## config.mk

```make
export PLATFORM = sky130hd
export DESIGN_NAME = fetch_queue
export DESIGN_NICKNAME = d
export VERILOG_FILES = /design/src/rtl/riscv_pkg.sv /design/src/rtl/fq_entry_ram.sv /design/src/rtl/fetch_queue.sv
export SDC_FILE = /design/constraint.sdc
export NUM_CORES = 1
export LEC_CHECK = 0
export BUFFER_PORTS_ARGS = -buffer_cell sky130_fd_sc_hd__buf_2
export CAP_MARGIN = 5
export CORE_AREA = 3 3 147 177
export DETAILED_ROUTE_END_ITERATION = 12
export DIE_AREA = 0 0 150 180
export GPL_TIMING_DRIVEN = 0
export PLACE_DENSITY = 0.63
export SYNTH_ARGS = -nofsm -noshare
export SYNTH_HDL_FRONTEND = slang
export SYNTH_SLANG_ARGS = --single-unit
```

## constraint.sdc

```tcl
create_clock -name clk -period 8.12 [get_ports clk]
set_clock_uncertainty 0.2 [all_clocks]
set_input_delay 0.406 -clock clk [delete_from_list [all_inputs] [get_ports clk]]
set_output_delay 0.406 -clock clk [all_outputs]
set_load 0.01 [all_outputs]
```

## src/rtl/riscv_pkg.sv

```systemverilog
// Shared fetch-path types and constants for the instruction fetch queue.
package riscv_pkg;

  localparam int INSTR_W = 32;
  localparam int PC_W    = 32;

  localparam logic [INSTR_W-1:0] NOP_INSTR = 32'h0000_0013;

  typedef struct packed {
    logic [PC_W-1:0]    pc;
    logic [INSTR_W-1:0] instr;
  } fetch_entry_t;

endpackage

```

## src/rtl/fq_entry_ram.sv

```systemverilog
// Entry storage for the fetch queue: PC is written when the request is
// granted, the instruction word when its response returns; one async read.
module fq_entry_ram
  import riscv_pkg::*;
#(
  parameter int WIDTH = 32,
  parameter int DEPTH = 4,
  localparam int AW   = $clog2(DEPTH)
) (
  input  logic               clk,
  input  logic               pc_we,
  input  logic [AW-1:0]      pc_waddr,
  input  logic [WIDTH-1:0]   pc_wdata,
  input  logic               data_we,
  input  logic [AW-1:0]      data_waddr,
  input  logic [INSTR_W-1:0] data_wdata,
  input  logic [AW-1:0]      rd_addr,
  output logic [WIDTH-1:0]   rd_pc,
  output logic [INSTR_W-1:0] rd_instr
);

  logic [WIDTH-1:0]   pc_mem   [DEPTH];
  logic [INSTR_W-1:0] instr_mem[DEPTH];

  // Two independent write ports; the array holds data only, so no reset.
  always_ff @(posedge clk) begin
    if (pc_we)   pc_mem[pc_waddr]      <= pc_wdata;
    if (data_we) instr_mem[data_waddr] <= data_wdata;
  end

  assign rd_pc    = pc_mem[rd_addr];
  assign rd_instr = instr_mem[rd_addr];

endmodule

```

## src/rtl/fetch_queue.sv

```systemverilog
// Instruction fetch queue: issues PCs to instruction memory under a credit
// limit, collects in-order responses and hands {pc, instr} to decode.
// A flush empties the queue and discards every response still in flight.
module fetch_queue
  import riscv_pkg::*;
#(
  parameter int WIDTH = 32,
  parameter int DEPTH = 4
) (
  input  logic               clk,
  input  logic               rst,
  input  logic               flush,
  input  logic               pc_valid,
  input  logic [WIDTH-1:0]   pc,
  output logic               pc_ready,
  output logic               imem_req,
  output logic [WIDTH-1:0]   imem_addr,
  input  logic               imem_gnt,
  input  logic               imem_rvalid,
  input  logic [INSTR_W-1:0] imem_rdata,
  output logic               instr_valid,
  output logic [INSTR_W-1:0] instr,
  output logic [WIDTH-1:0]   instr_pc,
  input  logic               instr_ready
);

  localparam int AW = $clog2(DEPTH);
  localparam int PW = AW + 1;   // extra MSB is the wrap bit
  localparam int CW = PW + 1;   // headroom for credit / drop sums

  logic [PW-1:0] alloc_ptr, fill_ptr, rd_ptr, drop_cnt;
  logic [PW-1:0] occupancy, unfilled;
  logic [CW-1:0] drop_sum;
  logic          credit, grant, fill_now, drop_now, consume;
  logic [WIDTH-1:0]   rd_pc;
  logic [INSTR_W-1:0] rd_instr;

  // Occupancy counts granted-but-unconsumed entries; dropped responses still
  // hold memory-side slots, so they count against credit too.
  assign occupancy = alloc_ptr - rd_ptr;
  assign unfilled  = alloc_ptr - fill_ptr;
  assign credit    = ({1'b0, occupancy} + {1'b0, drop_cnt}) < CW'(DEPTH);

  assign imem_req  = pc_valid & credit & ~flush & ~rst;
  assign imem_addr = pc;
  assign grant     = imem_req & imem_gnt;
  assign pc_ready  = grant;

  // A response in the flush cycle is always discarded, whichever group it
  // belongs to: stale (drop_cnt != 0) or the oldest live request.
  assign drop_now  = imem_rvalid & (drop_cnt != '0);
  assign fill_now  = imem_rvalid & (drop_cnt == '0) & ~flush;

  assign instr_valid = (fill_ptr != rd_ptr);
  assign consume     = instr_valid & instr_ready & ~flush;
  assign instr       = instr_valid ? rd_instr : '0;
  assign instr_pc    = instr_valid ? rd_pc    : '0;

  // Responses still owed after a flush: old drops plus every unfilled grant,
  // less the one response retired this cycle.
  always_comb begin
    drop_sum = {1'b0, drop_cnt} + {1'b0, unfilled} - CW'(imem_rvalid);
  end

  // Pointer and drop-counter update; reset outranks flush and handshakes.
  always_ff @(posedge clk) begin
    if (rst) begin
      alloc_ptr <= '0;
      fill_ptr  <= '0;
      rd_ptr    <= '0;
      drop_cnt  <= '0;
    end else if (flush) begin
      alloc_ptr <= '0;
      fill_ptr  <= '0;
      rd_ptr    <= '0;
      drop_cnt  <= drop_sum[PW-1:0];
    end else begin
      alloc_ptr <= alloc_ptr + PW'(grant);
      fill_ptr  <= fill_ptr + PW'(fill_now);
      rd_ptr    <= rd_ptr + PW'(consume);
      drop_cnt  <= drop_cnt - PW'(drop_now);
    end
  end

  // Protocol checks: no unsolicited response, no drop-counter overflow.
  always_ff @(posedge clk) begin
    if (!rst) begin
      assert (!(imem_rvalid && (alloc_ptr == fill_ptr) && (drop_cnt == '0)));
      assert (!flush || (drop_sum <= CW'(DEPTH)));
    end
  end

  fq_entry_ram #(
    .WIDTH (WIDTH),
    .DEPTH (DEPTH)
  ) u_ram (
    .clk        (clk),
    .pc_we      (grant),
    .pc_waddr   (alloc_ptr[AW-1:0]),
    .pc_wdata   (pc),
    .data_we    (fill_now),
    .data_waddr (fill_ptr[AW-1:0]),
    .data_wdata (imem_rdata),
    .rd_addr    (rd_ptr[AW-1:0]),
    .rd_pc      (rd_pc),
    .rd_instr   (rd_instr)
  );

endmodule

```

* Word-level counts from Yosys, hierarchy flattened *
Memory sizes are Yosys's and may differ from the RTL's. A register that Yosys moved wholly into a read port is not among the register bits.
Index checks and enable logic that the tools add are counted.

word-level totals
  bits in registers = 12
  latch bits = 0
  bits in writable memories = 256
  memory bits (read-only) = 0
  bits of input ports = 71
  output and inout bits = 99
  logic and storage cells = 40
  memories kept = 2

cells by class
  add/subtract/negate cells = 9
  $mul = 0
  div/mod/pow operators = 0
  order comparisons = 1
  equality and inequality tests = 1
  shifts and indexed selects = 0
  muxes and demuxes = 9
  bitwise logic cells = 11
  reductions and logical operators = 3

memory list
  name             words  bits a word  rd ports  clocked after Yosys merged registers in  write ports  line                RTL
  u_ram.instr_mem  4      32           1         1                                        1            fq_entry_ram.sv:23  logic [INSTR_W-1:0] instr_mem[DEPTH];
  u_ram.pc_mem     4      32           1         1                                        1            fq_entry_ram.sv:22  logic [WIDTH-1:0] pc_mem [DEPTH];

operator list
  kind                count
  $mux 32             2
  $add 3x1->3         3
  $and 1x1->1         9
  $sub 3x1->3         2
  $sub 3x3->3         2
  $add 3x3->4         1
  $lt 4x3->1 const B  1
  $mux 1              4
  $mux 2              2
  $add 3x3->3         1
  $logic_not 3->1     1
  $mux 3              1
  $ne 3x3->1          1
  $reduce_bool 3->1   1
  $not 1->1           2
  $reduce_or 2->1     1

* Longest topological paths before layout *
Gate-level depths: netlist (run 1).

  word-level depth = 9
  mapped depth = 14
  gate-level depth less buffers = 14

* By module *
Synthesis (run 1) repeated with hierarchy kept, for this count alone.

second synthesis, totals
  cell total of the unflattened synthesis = 529
  area, all modules = 10872.9 sq um

by module, submodules not included
  module        instances  cells an instance  area an instance (sq um)  seq. area each (sq um)
  fq_entry_ram  1          342                9372.7                    7687.4
  fetch_queue   1          187                1500.2                    240.2

* Worst setup path before layout (run 1) *
OpenSTA, ideal clock, no wires.

  path type = register to register
  start = reg rd_ptr[1]
  end = mem u_ram.pc_mem[1][0] (enable)
  library setup time = 391 ps
  data arrival time = 3205 ps
  required time = 7529 ps
  setup slack = 4323 ps
  cell stages (with the launch flop) = 11
  buffers on the path = 2
  period minus slack after synthesis = 3797 ps
  cell sequence = dfxtp_1 > buf_2 > buf_2 > inv_1 > fa_1 > xor2_1 > xnor2_1 > ha_1 > nor4b_1 > o211a_1 > and4_1

on the way
  word-level cells in the longest chain between the ends = 9

RTL lines
  what                          line                RTL
  start, declared               fetch_queue.sv:31   logic [PW-1:0] alloc_ptr, fill_ptr, rd_ptr, drop_cnt;
  start signal, assigned        fetch_queue.sv:80   rd_ptr <= rd_ptr + PW'(consume);
  $sub 3x3->3                   fetch_queue.sv:40   assign occupancy = alloc_ptr - rd_ptr;
  $add 3x3->4                   fetch_queue.sv:42   assign credit = ({1'b0, occupancy} + {1'b0, drop_cnt}) < CW'(DEPTH);
  $lt 4x3->1                    fetch_queue.sv:42
  $and 1x1->1 (3 in series)     fetch_queue.sv:44   assign imem_req = pc_valid & credit & ~flush & ~rst;
  net imem_req                  fetch_queue.sv:16   output logic imem_req,
  $and 1x1->1                   fetch_queue.sv:46   assign grant = imem_req & imem_gnt;
  $mux 1                        fq_entry_ram.sv:27  if (pc_we) pc_mem[pc_waddr] <= pc_wdata;
  $mux 1 (not written as such)  fq_entry_ram.sv:27
  end, declared                 fq_entry_ram.sv:22

The timed path passes the listed nets, and every way through them passes these cells.

* Worst setup path after layout (run 1) *
  start = reg rd_ptr[1]
  end = out pc_ready

on the way
  word-level cells in the longest chain between the ends = 7

RTL lines
  what                       line               RTL
  $sub 3x3->3                fetch_queue.sv:40
  $add 3x3->4                fetch_queue.sv:42
  $lt 4x3->1                 fetch_queue.sv:42
  $and 1x1->1 (3 in series)  fetch_queue.sv:44
  $and 1x1->1                fetch_queue.sv:46
  end, declared              fetch_queue.sv:15  output logic pc_ready,

No other way between the ends.

==> results.toml, run 1 <==
[drt]
dr.pass1.iters = 4
dr.first_iter.drc_count = 194
antenna_left = 0
vias = 5710
wirelength_mm = 21.4
wl_per_cell_um = 18.6
drc = 0
via_per_inst = 4.96

[hold_path]
min-delay-path-class = "in -> reg"

[critical_path]
criticalPathCategory = "reg -> out"
worst_setup_path_end_kind = "output port"
crit_required_ps = 7510
crit_fanout = 10
critPathLaunchType = "flop"
worstPathArrival_ps = 3520

[timing]
hold_ws_ps = 199
max_freq_ghz = 0.242
slew_headroom_pct = 37.6
setup_tns_ps = 0
hold_viol_final = 0
worstMarginPinSlew_ps = 931
final.period_utilization_pct = 50.9
rsz0062_at_grt = "false"
setup-violations-final = 0
final-max-slew-violation-count = 0
period_minus_slack_ps = 4130

[clocking]
cts_buffers = 27
clock_sinks = 268
cts_buffer_depth = 3
htreeDepth = 1
worstSkewPairLatency_ps = 510
cts_tree = "built"
ctsRootBufferMaster = "clkbuf_16"
clk_pin_slew_ps = 50

[die]
start_util_pct = 44.5
rows = 63
die_area_um2 = 27000
die_w_um = 150
ios = 170
fp.dieH_um = 180
core_um2 = 24600

[logic_synthesis]
ys.flop_type = "edfxtp_1"
synth_edf_count = 256
syn_inst = 528
synth.area.top_cells = "edfxtp_1, mux4_2, nor2b_1"
synth_common_cells = "edfxtp_1, mux4_2, nor2b_1"
synth_most_common_cell = "edfxtp_1"
synth_largest_area_cell = "edfxtp_1"
synth_nets = 616
synth-seq-cells = 268
seq_area_frac_synth_pct = 72.4
avgSynthCellArea_um2 = 20.7
synth_area_um2 = 10900
async_flop_share_pct = 0
synth.distinct_cells = 30
synth_top_area_share_pct = 70.2
yosys_warnings = 0

[pwr]
p_leak_nw = 5.02
irDropWorstVdd_v = 0.000192
powerDensity_nw_per_um2 = 204

[layout]
num-nets-final = 896
final_area_um2 = 13900
instances_no_fill = 1151
post-route-util_pct = 56.4
fillers = 1933
seqCellArea_um2 = 7930
diodes = 0
multi_input_area_um2 = 2540
layout-drive-gt1-share_pct = 42.0
area.growth.synth_to_final_pct = 26.8

[global_route]
grt_overflow = 0
grt_max_degree = 32
track_usage_pct = 16.0
grt_pass1_wl_mm = 34.1
antenna_found_initial = 0
grt_pass1_vias = 6411

[placement]
dpl.hpwl_mm = 14.3
dp.cells = 1038
post_dp_cell_area_um2 = 12400
gp_congestion = 0.733
portBuffers = 169

[flow_run]
cap_violations = 0

[outcome]
status = "completed"
-- cell type report --
type,instances,share of cell area [%]
clock inverter,11,0.541
multi-input combinational,191,18.3
sequential,268,57.1
buffer,54,3.22
timing repair buffer,251,12.4
clock buffer,36,5.11
tap,325,2.93
inverter,15,0.406
-- per-stage QoR --
step           setup WS [ps]  power, mW
2_1_floorplan           4320       1.65
3_3_place_gp            2350       1.71
3_5_place_dp            4280       1.72
4_1_cts                 3880       2.86
5_1_grt                 3660       2.93
6_report                3990       2.83
-- registers in the layout, summed over array words and instances (netlist names) --
signal and count:
u_ram.instr_mem 128, u_ram.pc_mem 128, alloc_ptr 3, drop_cnt 3, fill_ptr 3, rd_ptr 3
-- worst paths after layout --
kind	start	to	slack, ps	depth (start not counted)
max	rd_ptr[1]	pc_ready	3990	11
max reg2reg	rd_ptr[1]	u_ram.pc_mem[1][1]	4350	11
min reg2reg	alloc_ptr[2]	alloc_ptr[2]	400	2
min	imem_gnt	u_ram.pc_mem[0][30]	200	2
-- critical path, stage by stage, from the launching register on --
cell and delay (ps):
dfxtp_1 390, buf_2 290, buf_2 330, inv_1 120
fa_1 430, xor2_1 160, xnor2_1 130, ha_1 270
nor4b_1 300, o211a_1 270, and2_1 170, buf_2 140
-- repair_timing --
item | 4_1_cts | 5_1_grt
hold endpoints to repair | 262 | 0
setup buffers | 0 | 0
hold buffers | 66 | 0
gates resized for setup | 0 | 0
-- kinds of logic (layout without fill, tap and decap cells) --
kind of cell / after synthesis / in the layout / synth area share, %
simple gates: 94 / 94 / 6.00
flops: 268 / 268 / 72.4
xor+xnor: 12 / 12 / 1.09
fa+ha+maj: 17 / 17 / 2.29
buf+inv: 69 / 367 / 4.60
mux: 64 / 64 / 13.3
compound gates: 4 / 4 / 0.274
-- report_power, final --
group          total [mW]  switching [mW]  internal (mW)
Sequential           1.54         0.00720           1.53
Combinational       0.177          0.0847         0.0927
Clock                1.11           0.469          0.639
-- metal layers --
layer	track usage [%]	vias up	routed length (um)
met5	0	-	0
li1	-	2607	-
met2	28.4	173	11100
met1	20.2	2903	8710
met3	3.68	27	1330
met4	3.30	0	310
-- placed cells by master (no fill, tap or decap), types with 2 or more instances in the layout --
master	count
nor3_2	5
dfxtp_1	12
edfxtp_1	256
nor3_1	4
and4_2	4
nor2_1	5
buf_2	181
buf_12	10
mux4_2	60
buf_4	33
dlygate4sd3_1	66
xnor2_1	6
inv_1	15
clkinv_2	2
fa_1	5
nor2b_4	10
buf_6	13
mux4_1	4
xor2_1	5
ha_1	12
and2_1	7
nor2b_1	55
a211oi_1	2
clkbuf_16	27
clkinv_1	7
clkbuf_1	10
No activity file was read; power rests on OpenSTA's default activity.
==> run 2: changes to the inputs <==
--- a/config.mk
+++ b/config.mk
@@ -5,13 +5,14 @@
 export SDC_FILE = /design/constraint.sdc
 export NUM_CORES = 1
 export LEC_CHECK = 0
+export ABC_AREA = 1
 export BUFFER_PORTS_ARGS = -buffer_cell sky130_fd_sc_hd__buf_2
 export CAP_MARGIN = 5
-export CORE_AREA = 3 3 147 177
+export CORE_AREA = 3 3 147 178
 export DETAILED_ROUTE_END_ITERATION = 12
-export DIE_AREA = 0 0 150 180
+export DIE_AREA = 0 0 150 181
 export GPL_TIMING_DRIVEN = 0
-export PLACE_DENSITY = 0.63
+export PLACE_DENSITY = 0.65
 export SYNTH_ARGS = -nofsm -noshare
 export SYNTH_HDL_FRONTEND = slang
 export SYNTH_SLANG_ARGS = --single-unit
==> constraint.sdc (replaced) <==
create_clock -name clk -period 3.5 [get_ports clk]
set_clock_uncertainty 0.2 [all_clocks]
set_input_delay 0.175 -clock clk [delete_from_list [all_inputs] [get_ports clk]]
set_output_delay 0.175 -clock clk [all_outputs]
set_load 0.01 [all_outputs]
==> run 2 against run 1 <==
Combinational power rose by 130%. Flip-flop and latch count unchanged. Clock-buffer cell count is 3 lower. Die area up 0.56%. Final cell count is 34% higher. Critical path depth increased by 1. Cell area increased by 2.2%. Global-route usage increased by 3.5 points. Wire length is 26% higher. Register-to-register slack lost 4100 ps. Largest power group unchanged. Highest routed layer unchanged.
==> results.toml, run 2 <==
[global_route]
grt_max_degree = 17
grt_pass1_vias = 7628
track_usage_pct = 19.5
grt_pass1_wl_mm = 41.1
grt_overflow = 0
antenna_found_initial = 0

[clocking]
htreeDepth = 1
cts_tree = "built"
cts_buffer_depth = 3
clock_sinks = 268
ctsRootBufferMaster = "clkbuf_16"
cts_buffers = 27
clk_pin_slew_ps = 60
worstSkewPairLatency_ps = 530

[timing]
hold_viol_final = 0
setup_ws_ps = 232
period_minus_slack_ps = 3270
slew_headroom_pct = 38.5
setup_tns_ps = 0
rsz0062_at_grt = "false"
final-max-slew-violation-count = 0
setup-violations-final = 0
worstMarginPinSlew_ps = 917
final.period_utilization_pct = 93.4
hold_ws_ps = 9.00
max_freq_ghz = 0.306

[drt]
via_per_inst = 4.94
wl_per_cell_um = 17.5
drc = 0
wirelength_mm = 27.1
vias = 7635
dr.pass1.iters = 5
antenna_left = 0
dr.first_iter.drc_count = 390

[layout]
layout-drive-gt1-share_pct = 24.9
area.growth.synth_to_final_pct = 28.8
instances_no_fill = 1546
largestRegisters = "u_ram.instr_mem x128, u_ram.pc_mem x128"
diodes = 0
final_cell_mix = "nor2_1, edfxtp_1, buf_2, o21ai_0, dlygate4sd3_1"
num-nets-final = 1295
final_common_cell = "nor2_1"
fillers = 2017

[logic_synthesis]
synth_top_area_share_pct = 69.8
synth_xor_area_share_pct = 0.715
async_flop_share_pct = 0
synth-seq-cells = 268
synth_area_um2 = 11000
synth_nets = 999
synth_common_cells = "nor2_1, edfxtp_1, o21ai_0"
synth_compound_area_share_pct = 8.90
muxShareOfSynthArea_pct = 0
synthSimpleGateAreaFrac_pct = 10.7
syn_inst = 911
seq_area_frac_synth_pct = 71.9
synth.distinct_cells = 22
avgSynthCellArea_um2 = 12.1
yosys_warnings = 0
synthAdderAreaFrac_pct = 2.27
synth.area.top_cells = "edfxtp_1, nor2_1, o21ai_0"
ys.flop_type = "edfxtp_1"
synth_edf_count = 256
synth_top_family_by_area = "simple AND/OR/NAND/NOR gates"
synth_largest_area_cell = "edfxtp_1"
synth_most_common_cell = "nor2_1"

[pwr]
p_sw_mw = 1.35
p_comb_share_pct = 6.2
p_leak_nw = 5.51
clockPowerShare_pct = 38.8
powerDensity_nw_per_um2 = 457
intPower_mw = 5.14
p_seq_share_pct = 55.0
finalPower_mw = 6.49
swShare_pct = 20.8
irDropWorstVdd_v = 0.000401

[outcome]
status = "completed"

[flow_run]
cap_violations = 0

[placement]
gp_congestion = 0.774
dpl.hpwl_mm = 16.5
dp.cells = 1420
dp_slack_ps = -558
portBuffers = 169

[die]
die_area_um2 = 27200
ios = 170
rows = 63
fp.dieH_um = 181
die_w_um = 150
start_util_pct = 44.8
core_um2 = 24600

[critical_path]
r2r_slack_ps = 230
critPathLaunchType = "flop"
criticalPathCategory = "reg -> reg"
worstPathArrival_ps = 3530
crit_required_ps = 3760
crit_fanout = 5
worst_setup_path_end_kind = "flop"

[hold_path]
min-delay-path-class = "in -> reg"
-- run 2: changes by cell type in the layout (fill, tap and decap cells not counted), moves of 10 or more --
cell	delta
nor2b_1	-55
clkbuf_1	+13
nand2_1	+17
a21oi_1	+65
mux4_2	-60
o21ai_0	+123
inv_1	+12
nor2_1	+265
nor2b_4	-10
-- run 2: final cells by class --
class                      count  area, um2  share of cell area, %
multi-input combinational    533       2580                   18.2
timing repair buffer         266       1920                   13.5
clock inverter                10       51.3                  0.362
sequential                   268       7930                   55.9
buffer                        80        478                   3.37
clock buffer                  33        698                   4.92
inverter                      31        120                  0.847
tap                          325        407                   2.87
-- run 2: metrics by stage --
step                      util (%)  area [um2]
final                         57.7       14200
after global routing          57.7       14200
after CTS                     57.6       14200
after detailed placement      51.0       12500
after global placement        50.1       12300
after floorplan                  -       11100
-- run 2: final timing paths --
kind | from | to | cells after the start
setup / recovery | fill_ptr[0] | drop_cnt[1] | 12
hold / removal | imem_gnt | alloc_ptr[0] | 6
setup reg to reg | fill_ptr[0] | drop_cnt[1] | 12
hold reg to reg | alloc_ptr[2] | alloc_ptr[2] | 2
-- run 2: timing repair --
action                                 CTS  global route
cloned                                   2             0
pin swaps                                6             0
setup buffers                           10             3
endpoints found under the hold margin  268             0
gates resized for setup                  3             4
hold buffers                            69             0
setup endpoints to repair              122            66
-- run 2: logic make-up after synthesis --
| kind of cell | count (synthesis) |
|---|---|
| DFF | 268 |
| xor gates and xnor gates | 9 |
| adders and majority gates | 17 |
| AOI/OAI and AO/OA | 196 |
| buffers and inverters | 112 |
| and+or+nand+nor | 309 |
-- run 2: per-layer routing --
layer / global-route usage, % / vias up / part of all wire [%]
met5: 0 / - / 0
met4: 5.79 / 0 / 2.1
met3: 2.91 / 38 / 6.3
met2: 33.9 / 266 / 50
met1: 25.3 / 3593 / 41
li1: - / 3738 / -
-- run 2: critical path, cell delays in order, from the launching register on --
cell and delay (ps):
dfxtp_2 390, inv_1 130, fa_1 490, inv_1 50, fa_1 470, inv_1 40
ha_1 160, inv_1 70, fa_1 420, nand2_1 80, nand2_1 40, dlygate4sd3_1 550
a21oi_1 110
-- run 2: power by group through the flow --
| stage | clock network, mW | logic [mW] | registers (mW) |
|---|---|---|---|
| 2_1_floorplan | 0 | 0.170 | 3.63 |
| 3_5_place_dp | 0 | 0.331 | 3.63 |
| 5_1_grt | 2.71 | 0.448 | 3.57 |
| 6_report | 2.52 | 0.402 | 3.57 |
| 4_1_cts | 2.58 | 0.403 | 3.57 |
| 3_3_place_gp | 0 | 0.312 | 3.64 |
==> run 3: changes to the inputs <==
==> constraint.sdc (replaced) <==
create_clock -name clk -period 2.8 [get_ports clk]
set_clock_uncertainty 0.2 [all_clocks]
set_input_delay 0.14 -clock clk [delete_from_list [all_inputs] [get_ports clk]]
set_output_delay 0.14 -clock clk [all_outputs]
set_load 0.01 [all_outputs]
==> run 3 against run 2 <==
The flow now finishes with violations (negative setup slack). Global-route usage up 0.15 points. Wire length up 0.48%. Hold slack improved by 160 ps. Utilization grew 1.7 points. Clock power rose by 33%. Final cell count grew 1.2%. Flip-flop and latch count is the same. Total power is 28% higher. Critical path depth up 1. Cell area increased by 3.0%. Register-to-register slack got worse by 340 ps. Largest cell class unchanged. Highest routed layer unchanged.
==> results.toml, run 3 (synthesized netlist as in run 2, its figures left out) <==
[outcome]
status = "finished, violations left"
violations = "negative setup slack"

[placement]
portBuffers = 169
dp_slack_ps = -889
dpl.hpwl_mm = 16.2
gp_congestion = 0.735
post_dp_cell_area_um2 = 12600

[clocking]
htreeDepth = 1
ctsRootBufferMaster = "clkbuf_16"
worstSkewPairLatency_ps = 530
cts_tree = "built"
cts_buffer_depth = 3
clk_pin_slew_ps = 70
clock_sinks = 268
cts_buffers = 27

[critical_path]
worst_setup_path_end_kind = "output port"
critPathLaunchType = "flop"
crit_fanout = 3
worstPathArrival_ps = 2590
crit_required_ps = 2460
criticalPathCategory = "reg -> out"

[timing]
rsz0062_at_grt = "true"
period_minus_slack_ps = 2930
worstMarginPinSlew_ps = 587
hold_ws_ps = 168
final-max-slew-violation-count = 0
slew_headroom_pct = 60.8
max_freq_ghz = 0.342
final.period_utilization_pct = 105
setup_ws_ps = -127
setup-violations-final = 132
hold_viol_final = 0

[layout]
final_area_um2 = 14600
layout-drive-gt1-share_pct = 28.1
final_common_cell = "nor2_1"
area.growth.synth_to_final_pct = 32.6
num-nets-final = 1308
final_cell_mix = "nor2_1, edfxtp_1, buf_2, o21ai_0, dlygate4sd3_1"
post-route-util_pct = 59.4
largestRegisters = "u_ram.instr_mem x128, u_ram.pc_mem x128"

[global_route]
grt_util_met2_pct = 33.7
grt_use_met1_pct = 26.3
use_met3_pct = 2.94
antenna_found_initial = 2
grt_pass1_wl_mm = 41.7
grt_max_degree = 17
grt_pass1_vias = 7640
grt_overflow = 0
track_usage_pct = 19.7
grt-busiest-layer = "met2"

[hold_path]
min-delay-path-class = "in -> reg"

[drt]
wirelength_mm = 27.2
wl_per_cell_um = 17.4
vias = 7809
antenna_left = 0
drc = 0
dr.first_iter.drc_count = 513
via_per_inst = 4.99
dr.pass1.iters = 5

[pwr]
irDropWorstVdd_v = 0.000530
powerDensity_nw_per_um2 = 570
p_leak_nw = 5.69

[die]
ios = 170
fp.dieH_um = 181
start_util_pct = 44.8
die_area_um2 = 27200
core_um2 = 24600
die_w_um = 150
rows = 63

[flow_run]
cap_violations = 0
-- run 3: worst max-delay path, stage by stage (launching register included) --
cell      delay, ps
dfxtp_4         350
clkinv_4         50
ha_4            110
inv_2            30
fa_2            350
xnor2_2         140
xor2_1          150
ha_1            270
nor2_1          110
nand2_1         100
nor2_4          130
nand2_4         100
inv_4            80
buf_6           100
-- run 3: power by group --
part / switching (mW) / internal (mW)
Combinational: 0.271 / 0.242
Clock: 1.43 / 1.93
Sequential: 0.0197 / 4.44
-- run 3: area by class of cell --
cell class / instances / area [um2]
Tap cell: 325 / 407
Inverter: 31 / 124
Antenna cell: 2 / 5.00
Timing Repair Buffer: 279 / 2150
Clock buffer: 29 / 683
Buffer: 80 / 508
Fill cell: 1959 / 9980
Sequential cell: 268 / 7940
Clock inverter: 17 / 135
Multi-Input combinational cell: 533 / 2670
-- run 3: path summary, 6_finish.rpt --
path	startpoint	endpoint	slack, ps	depth (start not counted)
setup reg to reg	alloc_ptr[0]	u_ram.pc_mem[2][2]	-110	15
hold / removal	imem_rdata[18]	u_ram.instr_mem[1][18]	170	2
hold reg to reg	alloc_ptr[2]	alloc_ptr[2]	400	2
setup / recovery	alloc_ptr[0]	pc_ready	-130	13
-- run 3: metrics by stage --
step / TNS [ps] / total power, mW / std cells
global placement: -471330 / 4.94 / 1405
detailed placement: -93670 / 4.96 / 1421
floorplan: -162490 / 4.76 / 911
global route: -27830 / 8.61 / 1564
finish: -9220 / 8.33 / 1564
CTS: -14870 / 8.38 / 1559
-- run 3: repair_timing --
| action | in CTS | in global routing |
|---|---|---|
| pin swaps | 14 | 3 |
| cloned | 4 | 2 |
| resized for setup | 32 | 32 |
| endpoints found under the hold margin | 269 | 0 |
| endpoints found under the setup margin | 159 | 177 |
| buffers inserted | 20 | 2 |
| hold buffers | 69 | 0 |
-- run 3: metal layers --
layer  share of wire [%]  vias up
li1                    -     3768
met1                  42     3739
met2                  50      264
met3                 6.8       38
met4                 1.9        0
met5                   0        -
